--- src/rtl/sw_bounce_gen.sv ---
`timescale 1ns/1ps
`default_nettype none
// ============================================================================
// Module      : sw_bounce_gen
// Description : Mechanical-switch bounce emulator. Converts a clean level
//               request into a switch-like output: the first contact is
//               made as soon as the synchronised request changes, the
//               output then chatters once per prescaler tick and finally
//               settles on the requested level.
//
// Parameters  : P            - prescaler width, one tick every 2^P clocks
//               BOUNCE_TICKS - ticks in the bounce window, including the
//                              final settling tick (must be >= 1)
//
// Ports       : clk      in  system clock
//               reset    in  asynchronous, active-high reset
//               level_in in  requested clean level (may be asynchronous)
//               sw_out   out emulated bouncy switch output (registered)
//               busy     out high while the output is bouncing
//               done     out one-cycle pulse on the settling edge
//
// Build macro : SW_BOUNCE_LFSR_EN - when defined, the chatter comes from
//               bit 0 of a 16-bit Fibonacci LFSR (x^16+x^14+x^13+x^11+1,
//               seed 16'hACE1) advanced on every tick. When undefined,
//               the output simply toggles on each chatter tick.
//
// Revision    : 1.0 - initial release
// ============================================================================
module sw_bounce_gen #(
    parameter int P            = 19,
    parameter int BOUNCE_TICKS = 3
) (
    input  logic clk,
    input  logic reset,
    input  logic level_in,
    output logic sw_out,
    output logic busy,
    output logic done
);

    // Bounce counter needs at least one bit even when BOUNCE_TICKS is 1.
    localparam int                 c_CNT_W     = (BOUNCE_TICKS > 1) ? $clog2(BOUNCE_TICKS) : 1;
    localparam logic [c_CNT_W-1:0] c_LAST_TICK = c_CNT_W'(BOUNCE_TICKS - 1);

    // One-hot encoding; anything else is treated as illegal and recovers
    // to STABLE.
    localparam logic [1:0] c_ST_STABLE = 2'b01;
    localparam logic [1:0] c_ST_BOUNCE = 2'b10;

    logic               r_sync1;
    logic               r_sync2;
    logic [P-1:0]       r_q;
    logic               w_tick;
    logic               w_pattern;

    logic [1:0]         r_state;
    logic [1:0]         w_state_nxt;
    logic               r_target;
    logic               w_target_nxt;
    logic [c_CNT_W-1:0] r_b;
    logic [c_CNT_W-1:0] w_b_nxt;
    logic               r_sw;
    logic               w_sw_nxt;
    logic               r_done;
    logic               w_done_nxt;

    // ------------------------------------------------------------------
    // Two-flop synchroniser for the asynchronous level request
    // ------------------------------------------------------------------
    always_ff @(posedge clk or posedge reset) begin
        if (reset) begin
            r_sync1 <= 1'b0;
            r_sync2 <= 1'b0;
        end else begin
            r_sync1 <= level_in;
            r_sync2 <= r_sync1;
        end
    end

    // ------------------------------------------------------------------
    // Free-running prescaler; tick on the all-ones count
    // ------------------------------------------------------------------
    always_ff @(posedge clk or posedge reset) begin
        if (reset) begin
            r_q <= '0;
        end else begin
            r_q <= r_q + P'(1);
        end
    end

    assign w_tick = &r_q;

    // ------------------------------------------------------------------
    // Chatter pattern source
    // ------------------------------------------------------------------
`ifdef SW_BOUNCE_LFSR_EN
    localparam logic [15:0] c_LFSR_SEED = 16'hACE1;
    // Taps for x^16+x^14+x^13+x^11+1 in a right-shifting Fibonacci LFSR:
    // bits 0, 2, 3 and 5 feed the new MSB.
    localparam logic [15:0] c_LFSR_TAPS = 16'h002D;

    logic [15:0] r_lfsr;

    // Advances on every tick regardless of state so the chatter seen by
    // successive requests differs.
    always_ff @(posedge clk or posedge reset) begin
        if (reset) begin
            r_lfsr <= c_LFSR_SEED;
        end else if (w_tick) begin
            r_lfsr <= {^(r_lfsr & c_LFSR_TAPS), r_lfsr[15:1]};
        end
    end

    assign w_pattern = r_lfsr[0];
`else
    assign w_pattern = ~r_sw;
`endif

    // ------------------------------------------------------------------
    // FSM state and datapath registers
    // ------------------------------------------------------------------
    always_ff @(posedge clk or posedge reset) begin
        if (reset) begin
            r_state  <= c_ST_STABLE;
            r_target <= 1'b0;
            r_b      <= '0;
            r_sw     <= 1'b0;
            r_done   <= 1'b0;
        end else begin
            r_state  <= w_state_nxt;
            r_target <= w_target_nxt;
            r_b      <= w_b_nxt;
            r_sw     <= w_sw_nxt;
            r_done   <= w_done_nxt;
        end
    end

    // ------------------------------------------------------------------
    // FSM next-state logic
    // ------------------------------------------------------------------
    always_comb begin
        w_state_nxt  = r_state;
        w_target_nxt = r_target;
        w_b_nxt      = r_b;
        w_sw_nxt     = r_sw;
        w_done_nxt   = 1'b0;

        case (r_state)
            c_ST_STABLE: begin
                if (r_sync2 != r_target) begin
                    // First contact: output follows the request at once.
                    w_target_nxt = r_sync2;
                    w_sw_nxt     = r_sync2;
                    w_b_nxt      = '0;
                    w_state_nxt  = c_ST_BOUNCE;
                end
            end

            c_ST_BOUNCE: begin
                if (r_sync2 != r_target) begin
                    // A new request restarts the window; it wins over a
                    // coincident tick and never produces a done pulse.
                    w_target_nxt = r_sync2;
                    w_sw_nxt     = r_sync2;
                    w_b_nxt      = '0;
                end else if (w_tick) begin
                    if (r_b == c_LAST_TICK) begin
                        w_sw_nxt    = r_target;
                        w_done_nxt  = 1'b1;
                        w_state_nxt = c_ST_STABLE;
                    end else begin
                        w_b_nxt  = r_b + c_CNT_W'(1);
                        w_sw_nxt = w_pattern;
                    end
                end
            end

            default: begin
                w_state_nxt = c_ST_STABLE;
            end
        endcase
    end

    assign sw_out = r_sw;
    assign done   = r_done;
    assign busy   = (r_state == c_ST_BOUNCE);

endmodule
`default_nettype wire

--- config.mk ---
export PLATFORM = sky130hd
export DESIGN_NAME = sw_bounce_gen
export DESIGN_NICKNAME = d
export VERILOG_FILES = /design/src/rtl/sw_bounce_gen.sv
export SDC_FILE = /design/constraint.sdc
export NUM_CORES = 1
export LEC_CHECK = 0
export ABC_AREA = 1
export ABC_CLOCK_PERIOD_IN_PS = 1550
export CORE_MARGIN = 2
export CORE_UTILIZATION = 39
export DETAILED_ROUTE_END_ITERATION = 7
export PLACE_DENSITY_LB_ADDON = 0.1
export SETUP_SLACK_MARGIN = 0.02
export SLEW_MARGIN = 20
export SYNTH_ARGS = -nofsm -noshare
export SYNTH_HDL_FRONTEND = slang
export SYNTH_SLANG_ARGS = --single-unit
--- constraint.sdc ---
create_clock -name clk -period 1.55 [get_ports clk]
set_clock_uncertainty 0.1 [all_clocks]
set_input_delay 0.31 -clock clk [delete_from_list [all_inputs] [get_ports clk]]
set_output_delay 0.31 -clock clk [all_outputs]
set_load 0.03 [all_outputs]
==> out/results.txt, run 1 <==
Distinct cells, synth = 25
Hold violation count in the final report = 0
Net count, final = 172
Critical path class = reg2out
Max-slew violations = 0
Share of layout cells above drive strength 1 = 0.354
Failing checks = setup timing
Worst reg2reg setup slack = 0.07 ns
Final-report setup violation count = 1
Post-synthesis cell area = 1430 sq um
Relative slew slack = 0.780
Int Pwr = 0.00142 W
Wire length of the first global-routing pass = 4.20 mm
Final antenna diode count = 0
Clock root cell = clkbuf_4
Type of the tightest min-delay check = in2async
Seq pwr share = 0.403
Clk network pwr share = 0.223
Switching share of total power = 0.343
Number of global-route vias before repair = 969
P_leak = 0.932 nW
Sum of net half-perimeters after detailed placement = 1.59 mm
Total number of clock tree sinks = 28
Final wirelength = 2.14 mm
CTS Buf Count = 3
Clock latency of the later-clocked register in the worst-skew pair = 0.32 ns
Post-route fraction of the period consumed by the critical path = 1.04
Number of placed instances with taps included = 201
Boundary pin count = 6
Largest voltage drop on the vdd net = 0.530 mV
Count of mapped cells out of synthesis = 144
Sequential cell area fraction in the yosys report = 0.491
Shortest clock period the worst path allows after layout = 1.62 ns
Deepest level of the CTS H-tree = 1
Remaining antenna violation count = 0
GRT Residual Overflow = 0
Clock tree from TritonCTS = done
Peak Freq = 0.618 GHz
YS warnings = 0
Largest net degree at the start of global routing = 23
Total GRT Usage = 0.127
Routed wirelength normalized by instance count = 10.2 um
Via density = 4.37
Antenna violations before repair = 0
RSZ-0062 raised after global routing = true
Height of the die = 64.6 um
Floorplan die area = 4170 sq um
Slew of the pin with the lowest slew margin = 0.330 ns
Final design utilization = 0.512
Startpoint type of the worst setup path = flop
Status = finished, violations left
Worst path bufs/invs = 2
DRC Markers = 0
Floorplan Core Area = 3420 sq um
Number of hold-repair buffers added at the cts stage = 0
Capturing element type of the critical path = primary output
P&R area growth vs syn = 22.3%
Width of the chip = 64.6 um
CP top delay family = flip-flops
Power Dens Cells = 1240 nW/um^2
First-pass iteration count of the detailed router = 4
Initial standard-cell utilization of the core = 0.419
Data required time at the worst endpoint = 1.14 ns
Final cell count without fillers = 210
Core Rows = 21
Final setup margin = -0.0680 ns
Worst hold slack after final layout = 0.119 ns
DRT iter0 DRCs = 32
CP arrival = 1.21 ns
Max stage delay cell, worst path = dfstp_2
Count of maximum capacitance violations = 0
Cell-by-cell trace of the critical path = inv_2 -> ha_4 -> buf_6
Area post-placement = 1600 sq um
Synthesized area per cell = 9.93 sq um
Maximum buffer depth of the clock tree = 2
Relative contribution of combinational cells to total power = 0.373
Switching component of the power = 0.000741 W
Finished Cell Area = 1750 sq um
Post-synthesis sequential element count = 28
Placer congestion estimate = 0.734
Vias = 918
Net Count, Synth = 151
Worst slack at placement = -0.164 ns
I/O Buffers = 5
Clock-pin transition on the worst setup and hold timing paths = 0.16 ns
CP Max Fanout = 2
Crit-path max cell delay = 0.57 ns
==> worst reg2reg max path: cells and delay by family (launching register included) <==
| kind | cells | cell delay [ns] |
|---|---|---|
| compound gates | 3 | 0.33 |
| fa+ha+maj | 1 | 0.15 |
| buf+inv | 3 | 0.24 |
| flops | 1 | 0.57 |
| simple gates | 1 | 0.04 |
==> synth_stat cells (all sizes together) <==
master | n | share of area
nor2 | 18 | 0.081
ha | 4 | 0.035
xor2 | 9 | 0.055
inv | 21 | 0.055
a21oi | 2 | 0.0070
dfrtp | 27 | 0.47
nand4 | 6 | 0.037
nand2 | 39 | 0.12
a21boi | 1 | 0.0053
dfstp | 1 | 0.018
nand3 | 6 | 0.049
o21ai | 2 | 0.0096
nor3 | 1 | 0.0035
xnor2 | 7 | 0.048
==> logic make-up after synthesis <==
family          after synthesis  synth area share
compound gates                5            0.0219
xor+xnor                     16             0.103
fa+ha+maj                     4            0.0350
buf+inv                      21            0.0551
flops                        28             0.491
simple gates                 70             0.294
==> power groups by stage <==
stage	clock [W]	combinational, W	sequential (W)
3_5_place_dp	0	0.000711	0.000875
4_1_cts	0.000501	0.000751	0.000869
5_1_grt	0.000543	0.000912	0.000884
3_3_place_gp	0	0.000693	0.000871
6_report	0.000482	0.000807	0.000872
2_1_floorplan	0	0.000481	0.000896
==> through the flow <==
step | TNS, ns | power [W]
after CTS | -0.0804 | 0.00212
after global routing | -0.152 | 0.00234
after floorplan | 0 | 0.00138
final | -0.0680 | 0.00216
after detailed placement | -0.237 | 0.00159
after global placement | -0.157 | 0.00156
==> final timing paths <==
path / from / endpoint / depth (start not counted)
hold / removal: reset / r_sync2 / 2
min in group clk: r_sync1 / r_sync2 / 0
max in group asynchronous: reset / r_q[10] / 3
hold reg to reg: r_sync1 / r_sync2 / 0
setup reg to reg: r_state[0] / sw_out / 8
setup / recovery: r_state[0] / busy / 3
==> layer usage <==
layer | GRT usage | share of wire
met1 | 0.172 | 0.50
met2 | 0.204 | 0.47
met3 | 0.0208 | 0.014
met4 | 0.0479 | 0.011
met5 | 0 | 0
==> cell type report <==
class                      count  area, sq um
fill                         330         1670
clock buffer                   3         22.5
sequential                    28          702
clock inverter                 1         30.0
inverter                      21         81.3
multi-input combinational     95          714
tap                           46         57.6
timing repair buffer          16          141
==> timing repair <==
item	4_1_cts	5_1_grt
resized for setup	16	12
gates cloned	0	0
endpoints found under the setup margin	7	9
pin swaps	2	4
setup buffers	0	5
==> cells in the final DEF, fill, tap and decap left out, types with 4 or more instances in the layout <==
cell,Yosys,layout
nand2_1,31,26
nand2_2,6,9
nand4_1,5,5
nor2_1,10,9
dfrtp_1,27,27
inv_2,6,6
xor2_1,9,9
nor2_2,4,4
buf_4,0,10
nand2_4,2,4
inv_1,15,14
xnor2_1,6,6
nor2_4,3,4
==> flip-flops by register name, indices dropped and copies added, names as in the netlist <==
register,flops
done,1
r_b,2
r_q,19
r_state,2
r_sync1,1
r_sync2,1
r_target,1
sw_out,1
Power figures use the tool's default switching activity.
==> run 2: changes to the inputs <==
--- a/config.mk
+++ b/config.mk
@@ -7,11 +7,12 @@
 export LEC_CHECK = 0
 export ABC_AREA = 1
 export ABC_CLOCK_PERIOD_IN_PS = 1550
-export CORE_MARGIN = 2
 export CORE_UTILIZATION = 39
+export CTS_BUF_LIST = sky130_fd_sc_hd__clkbuf_16
 export DETAILED_ROUTE_END_ITERATION = 7
 export PLACE_DENSITY_LB_ADDON = 0.1
 export SETUP_SLACK_MARGIN = 0.02
+export SKIP_LAST_GASP = 1
 export SLEW_MARGIN = 20
 export SYNTH_ARGS = -nofsm -noshare
 export SYNTH_HDL_FRONTEND = slang
==> out/results.txt, run 2 (synthesized netlist as in run 1, its figures left out) <==
Data required time at the worst endpoint = 1.14 ns (about the same)
Max-slew violations = 0 (unchanged)
Critical path class = reg2out (unchanged)
Setup TNS after final layout = 0 ns (was -0.0680 ns)
Leading cell type in the layout, fill and taps excluded = nand2_1 (was dfrtp_1)
Number of flip-flops under the largest register name = 19 (unchanged)
Largest voltage drop on the vdd net = 0.549 mV (was 0.530 mV)
DRT iter0 DRCs = 31 (was 32)
Crit-path max cell delay = 0.53 ns (was 0.57 ns)
Number of hold-repair buffers added at the cts stage = 0 (unchanged)
Maximum buffer depth of the clock tree = 2 (unchanged)
I/O Buffers = 5 (unchanged)
Peak Freq = 0.652 GHz (was 0.618 GHz)
Total number of clock tree sinks = 28 (unchanged)
Clock root cell = clkbuf_16 (was clkbuf_4)
Startpoint type of the worst setup path = flop (unchanged)
Pwr Total = 0.00220 W (was 0.00216 W)
Count of maximum capacitance violations = 0 (unchanged)
Remaining antenna violation count = 0 (unchanged)
Width of the chip = 62.6 um (was 64.6 um)
Antenna violations before repair = 0 (unchanged)
Wire length of the first global-routing pass = 4.04 mm (was 4.20 mm)
Clock tree from TritonCTS = done (unchanged)
Placer congestion estimate = 0.735 (was 0.734)
Hold violation count in the final report = 0 (unchanged)
GRT Residual Overflow = 0 (unchanged)
Power Dens Cells = 1240 nW/um^2 (about the same)
Final cell count without fillers = 213 (was 210)
Type of the tightest min-delay check = reg2reg (was in2async)
Final-report setup violation count = 0 (was 1)
Number of inserted filler cells in the final layout = 325 (was 330)
CP Max Fanout = 2 (unchanged)
RSZ-0062 raised after global routing = true (unchanged)
Boundary pin count = 6 (unchanged)
Height of the die = 62.6 um (was 64.6 um)
Clock latency of the later-clocked register in the worst-skew pair = 0.26 ns (was 0.32 ns)
Number of placed instances with taps included = 201 (unchanged)
Deepest level of the CTS H-tree = 1 (unchanged)
Total GRT Usage = 0.133 (was 0.127)
Finished Cell Area = 1780 sq um (was 1750 sq um)
Registers with the most flip-flops = r_q (19), r_b (2), r_state (2) (unchanged)
Clock-pin transition on the worst setup and hold timing paths = 0.06 ns (was 0.16 ns)
Relative slew slack = 0.804 (was 0.780)
Vias = 963 (was 918)
P&R area growth vs syn = 24.3% (was 22.3%)
Final antenna diode count = 0 (unchanged)
CP arrival = 1.12 ns (was 1.21 ns)
Routed wirelength normalized by instance count = 10.9 um (was 10.2 um)
Top reg by flops = r_q (unchanged)
DRC Markers = 0 (unchanged)
Floorplan Core Area = 3420 sq um (unchanged)
Via density = 4.52 (was 4.37)
Slew of the pin with the lowest slew margin = 0.295 ns (was 0.330 ns)
Area post-placement = 1600 sq um (unchanged)
Initial standard-cell utilization of the core = 0.419 (unchanged)
Number of global-route vias before repair = 901 (was 969)
Beginning of the worst register-to-register path = r_state[0] (unchanged)
Cell-by-cell trace of the critical path = inv_2 -> ha_4 -> buf_6 (unchanged)
Post-route fraction of the period consumed by the critical path = 0.989 (was 1.04)
Critical path launch point = r_state[0] (unchanged)
Commonest cells after routing, fill and taps aside = nand2_1, dfrtp_1, inv_1, buf_4, nor2_1 (was dfrtp_1, nand2_1, inv_1)
Floorplan die area = 3910 sq um (was 4170 sq um)
First-pass iteration count of the detailed router = 4 (unchanged)
CTS Buf Count = 3 (unchanged)
Beginning of the worst hold path = r_sync1
Final wirelength = 2.32 mm (was 2.14 mm)
Max stage delay cell, worst path = dfstp_2 (unchanged)
Capturing element type of the critical path = primary output (unchanged)
Largest net degree at the start of global routing = 29 (was 23)
Share of layout cells above drive strength 1 = 0.335 (was 0.354)
Net count, final = 175 (was 172)
P_leak = 0.961 nW (was 0.932 nW)
Sum of net half-perimeters after detailed placement = 1.61 mm (was 1.59 mm)
Core Rows = 21 (unchanged)
Shortest clock period the worst path allows after layout = 1.53 ns (was 1.62 ns)
Status = finished clean (was finished, violations left)
run 2: changes by cell type in the layout (fill, tap and decap cells not counted), sizes merged:
cell,previous run,this run
buf,12,15
clkinv,0,1
dlygate4sd2,0,2
clkbuf,4,3
clkdlybuf4s15,1,0
bufinv,1,0
run 2: what timing repair did:
action,in CTS,in global routing
setup endpoints to repair,7,7
gates resized for setup,8,13
setup buffers,0,8
endpoints found under the hold margin,0,0
pin swaps,0,5
gates cloned,0,0
run 2: path summary, 6_finish.rpt:
| check | endpoint | slack (ns) | depth (start not counted) |
|---|---|---|---|
| max in group asynchronous | r_state[0] | 0.84 | 3 |
| hold / removal | r_sync2 | 0.27 | 0 |
| min in group asynchronous | r_q[2] | 0.28 | 3 |
| hold reg to reg | r_sync2 | 0.27 | 0 |
| setup reg to reg | r_b[1] | 0.07 | 9 |
| setup / recovery | busy | 0.02 | 3 |
run 2: area by class of cell:
cell class | instances | area [sq um] | area share
clock buffer | 3 | 75.1 | 0.0422
clock inverter | 1 | 3.75 | 0.00211
inverter | 21 | 81.3 | 0.0457
multi-input combinational | 95 | 692 | 0.389
sequential | 28 | 702 | 0.395
tap | 46 | 57.6 | 0.0324
timing repair buffer | 19 | 166 | 0.0936
run 2: power breakdown:
part           total (W)  internal [W]  switching [W]
clock           0.000582      0.000346       0.000237
sequential      0.000871      0.000814      0.0000567
combinational   0.000746      0.000305       0.000441
total            0.00220       0.00147       0.000734
run 2: metrics by stage:
step	utilization	worst slack [ns]	hold slack, ns
2_1_floorplan	-	0.0405	0.231
3_3_place_gp	0.468	-0.157	0.234
5_1_grt	0.521	-0.0116	0.286
3_5_place_dp	0.468	-0.166	0.238
4_1_cts	0.493	-0.140	0.253
6_report	0.521	0.0170	0.275
run 2: per-layer routing:
metal | GRT usage | wire (um) | vias to the layer above
li1 | - | - | 493
met1 | 0.175 | 1060 | 452
met2 | 0.208 | 1160 | 13
met3 | 0.0274 | 60 | 5
met4 | 0.0610 | 42 | 0
met5 | 0 | 0 | -
run 2: worst max-delay path: cells and delay by family (launching register included):
family,cells,cell delay [ns]
adder cells (fa/ha/maj),1,0.15
buffers and inverters,2,0.18
flip-flops,1,0.53
==> run 3: changes to the inputs <==
--- a/config.mk
+++ b/config.mk
@@ -8,12 +8,13 @@
 export ABC_AREA = 1
 export ABC_CLOCK_PERIOD_IN_PS = 1550
 export CORE_UTILIZATION = 39
-export CTS_BUF_LIST = sky130_fd_sc_hd__clkbuf_16
+export CTS_BUF_LIST = sky130_fd_sc_hd__clkbuf_8
 export DETAILED_ROUTE_END_ITERATION = 7
+export GPL_TIMING_DRIVEN = 0
 export PLACE_DENSITY_LB_ADDON = 0.1
 export SETUP_SLACK_MARGIN = 0.02
 export SKIP_LAST_GASP = 1
-export SLEW_MARGIN = 20
+export SLEW_MARGIN = 25
 export SYNTH_ARGS = -nofsm -noshare
 export SYNTH_HDL_FRONTEND = slang
 export SYNTH_SLANG_ARGS = --single-unit
==> out/results.txt, run 3 (synthesized netlist as in run 1, its figures left out) <==
Capturing element type of the critical path = primary output (unchanged)
Leading cell type in the layout, fill and taps excluded = nand2_1 (unchanged)
CP Max Fanout = 5 (was 2)
Crit-path max cell delay = 0.56 ns (was 0.53 ns)
DRC Markers = 0 (unchanged)
Number of inserted filler cells in the final layout = 336 (was 325)
Slew of the pin with the lowest slew margin = 0.580 ns (was 0.295 ns)
Power Dens Cells = 1230 nW/um^2 (was 1240 nW/um^2)
CTS Buf Count = 3 (unchanged)
P_leak = 0.887 nW (was 0.961 nW)
Total number of clock tree sinks = 28 (unchanged)
Worst hold slack after final layout = 0.261 ns (was 0.275 ns)
Floorplan Core Area = 3420 sq um (unchanged)
Final cell count without fillers = 205 (was 213)
Largest net degree at the start of global routing = 29 (unchanged)
Deepest level of the CTS H-tree = 1 (unchanged)
DRT iter0 DRCs = 34 (was 31)
Initial standard-cell utilization of the core = 0.419 (unchanged)
Shortest clock period the worst path allows after layout = 1.59 ns (was 1.53 ns)
Cell-by-cell trace of the critical path = inv_2 -> ha_4 -> buf_6 (unchanged)
GR Util met1 = 0.160 (was 0.175)
Clock-pin transition on the worst setup and hold timing paths = 0.09 ns (was 0.06 ns)
CP arrival = 1.18 ns (was 1.12 ns)
Failing checks = setup timing
Registers with the most flip-flops = r_q (19), r_b (2), r_state (2) (unchanged)
RSZ-0062 raised after global routing = true (unchanged)
Post-route fraction of the period consumed by the critical path = 1.02 (was 0.989)
Via density = 4.46 (was 4.52)
Worst slack at placement = -0.231 ns (was -0.166 ns)
Number of placed instances with taps included = 195 (was 201)
Peak Freq = 0.630 GHz (was 0.652 GHz)
I/O Buffers = 5 (unchanged)
Total GRT Usage = 0.126 (was 0.133)
Final antenna diode count = 0 (unchanged)
Net count, final = 167 (was 175)
Relative slew slack = 0.613 (was 0.804)
Global-route layer with the greatest usage = met2 (unchanged)
Count of maximum capacitance violations = 0 (unchanged)
Final-report setup violation count = 1 (was 0)
First-pass iteration count of the detailed router = 4 (unchanged)
Critical path launch point = r_state[0] (unchanged)
Final design utilization = 0.488 (was 0.521)
Sum of net half-perimeters after detailed placement = 1.58 mm (was 1.61 mm)
Core Rows = 21 (unchanged)
Commonest cells after routing, fill and taps aside = nand2_1, dfrtp_1, inv_1 (was nand2_1, dfrtp_1, inv_1, buf_4, nor2_1)
Placer congestion estimate = 0.719 (was 0.735)
Status = finished, violations left (was finished clean)
Setup TNS after final layout = -0.0379 ns (was 0 ns)
Share of layout cells above drive strength 1 = 0.302 (was 0.335)
Type of the tightest min-delay check = reg2reg (unchanged)
Number of global-route vias before repair = 936 (was 901)
GRT Residual Overflow = 0 (unchanged)
Remaining antenna violation count = 0 (unchanged)
Antenna violations before repair = 0 (unchanged)
Final wirelength = 2.15 mm (was 2.32 mm)
Top reg by flops = r_q (unchanged)
Height of the die = 62.6 um (unchanged)
Number of hold-repair buffers added at the cts stage = 0 (unchanged)
Maximum buffer depth of the clock tree = 2 (unchanged)
Clock latency of the later-clocked register in the worst-skew pair = 0.27 ns (was 0.26 ns)
Routed wirelength normalized by instance count = 10.5 um (was 10.9 um)
Clock root cell = clkbuf_8 (was clkbuf_16)
Data required time at the worst endpoint = 1.14 ns (about the same)
Max-slew violations = 0 (unchanged)
Floorplan die area = 3910 sq um (unchanged)
Clock tree from TritonCTS = done (unchanged)
Startpoint type of the worst setup path = flop (unchanged)
Wire length of the first global-routing pass = 3.95 mm (was 4.04 mm)
Met3 Track Usage GR = 0.0219 (was 0.0274)
Vias = 914 (was 963)
P&R area growth vs syn = 16.5% (was 24.3%)
Global routing met2 resource utilization = 0.215 (was 0.208)
Hold violation count in the final report = 0 (unchanged)
Beginning of the worst register-to-register path = r_q[1] (was r_state[0])
Boundary pin count = 6 (unchanged)
Critical path class = reg2out (unchanged)
Beginning of the worst hold path = r_sync1 (unchanged)
Number of flip-flops under the largest register name = 19 (unchanged)
Width of the chip = 62.6 um (unchanged)
Final setup margin = -0.0379 ns (was 0.0170 ns)
Max stage delay cell, worst path = dfstp_2 (unchanged)
Largest voltage drop on the vdd net = 0.418 mV (was 0.549 mV)
run 3: power breakdown:
| part | internal [W] | switching (W) | leakage (nW) |
|---|---|---|---|
| Sequential | 0.000814 | 0.0000617 | 0.364 |
| Combinational | 0.000304 | 0.000424 | 0.495 |
| Clock | 0.000227 | 0.000217 | 0.0288 |
run 3: area by class of cell:
cell class	instances	area (sq um)	area share
inverters	21	78.8	0.0473
well taps	46	57.6	0.0345
flip-flops and latches	28	702	0.421
multi-input cells	95	679	0.408
repair buffers	11	93.8	0.0563
clock buffers	4	55.1	0.0330
run 3: what timing repair did:
| item | CTS | global route |
|---|---|---|
| buffers inserted | 1 | 5 |
| endpoints found under the setup margin | 9 | 7 |
| resized for setup | 9 | 8 |
| pin swaps | 1 | 4 |
run 3: worst paths after layout:
| check | endpoint | slack [ns] | cells after the start |
|---|---|---|---|
| setup / recovery | busy | -0.04 | 3 |
| hold / removal | r_sync2 | 0.26 | 0 |
| setup reg to reg | r_b[0] | 0.02 | 8 |
| hold reg to reg | r_sync2 | 0.26 | 0 |
| max in group asynchronous | r_q[16] | 0.66 | 2 |
| min in group asynchronous | r_sync1 | 0.31 | 2 |
run 3: critical path, delay by kind of cell, from the launching register on:
kind	cells	cell delay (ns)
adders and majority gates	1	0.17
buffers and inverters	2	0.18
DFF	1	0.56
run 3: metrics by stage:
step / power, W / instance area [sq um]
finish: 0.00205 / 1670
global route: 0.00223 / 1670
CTS: 0.00195 / 1600
detailed placement: 0.00151 / 1540
global placement: 0.00149 / 1540
floorplan: 0.00138 / 1430
run 3: routing by layer:
layer / wire length (um) / part of all wire / vias up
met4: 22 / 0.010 / 0
met2: 1060 / 0.50 / 4
met5: 0 / 0 / -
li1: - / - / 470
met3: 30 / 0.014 / 2
met1: 1030 / 0.48 / 438
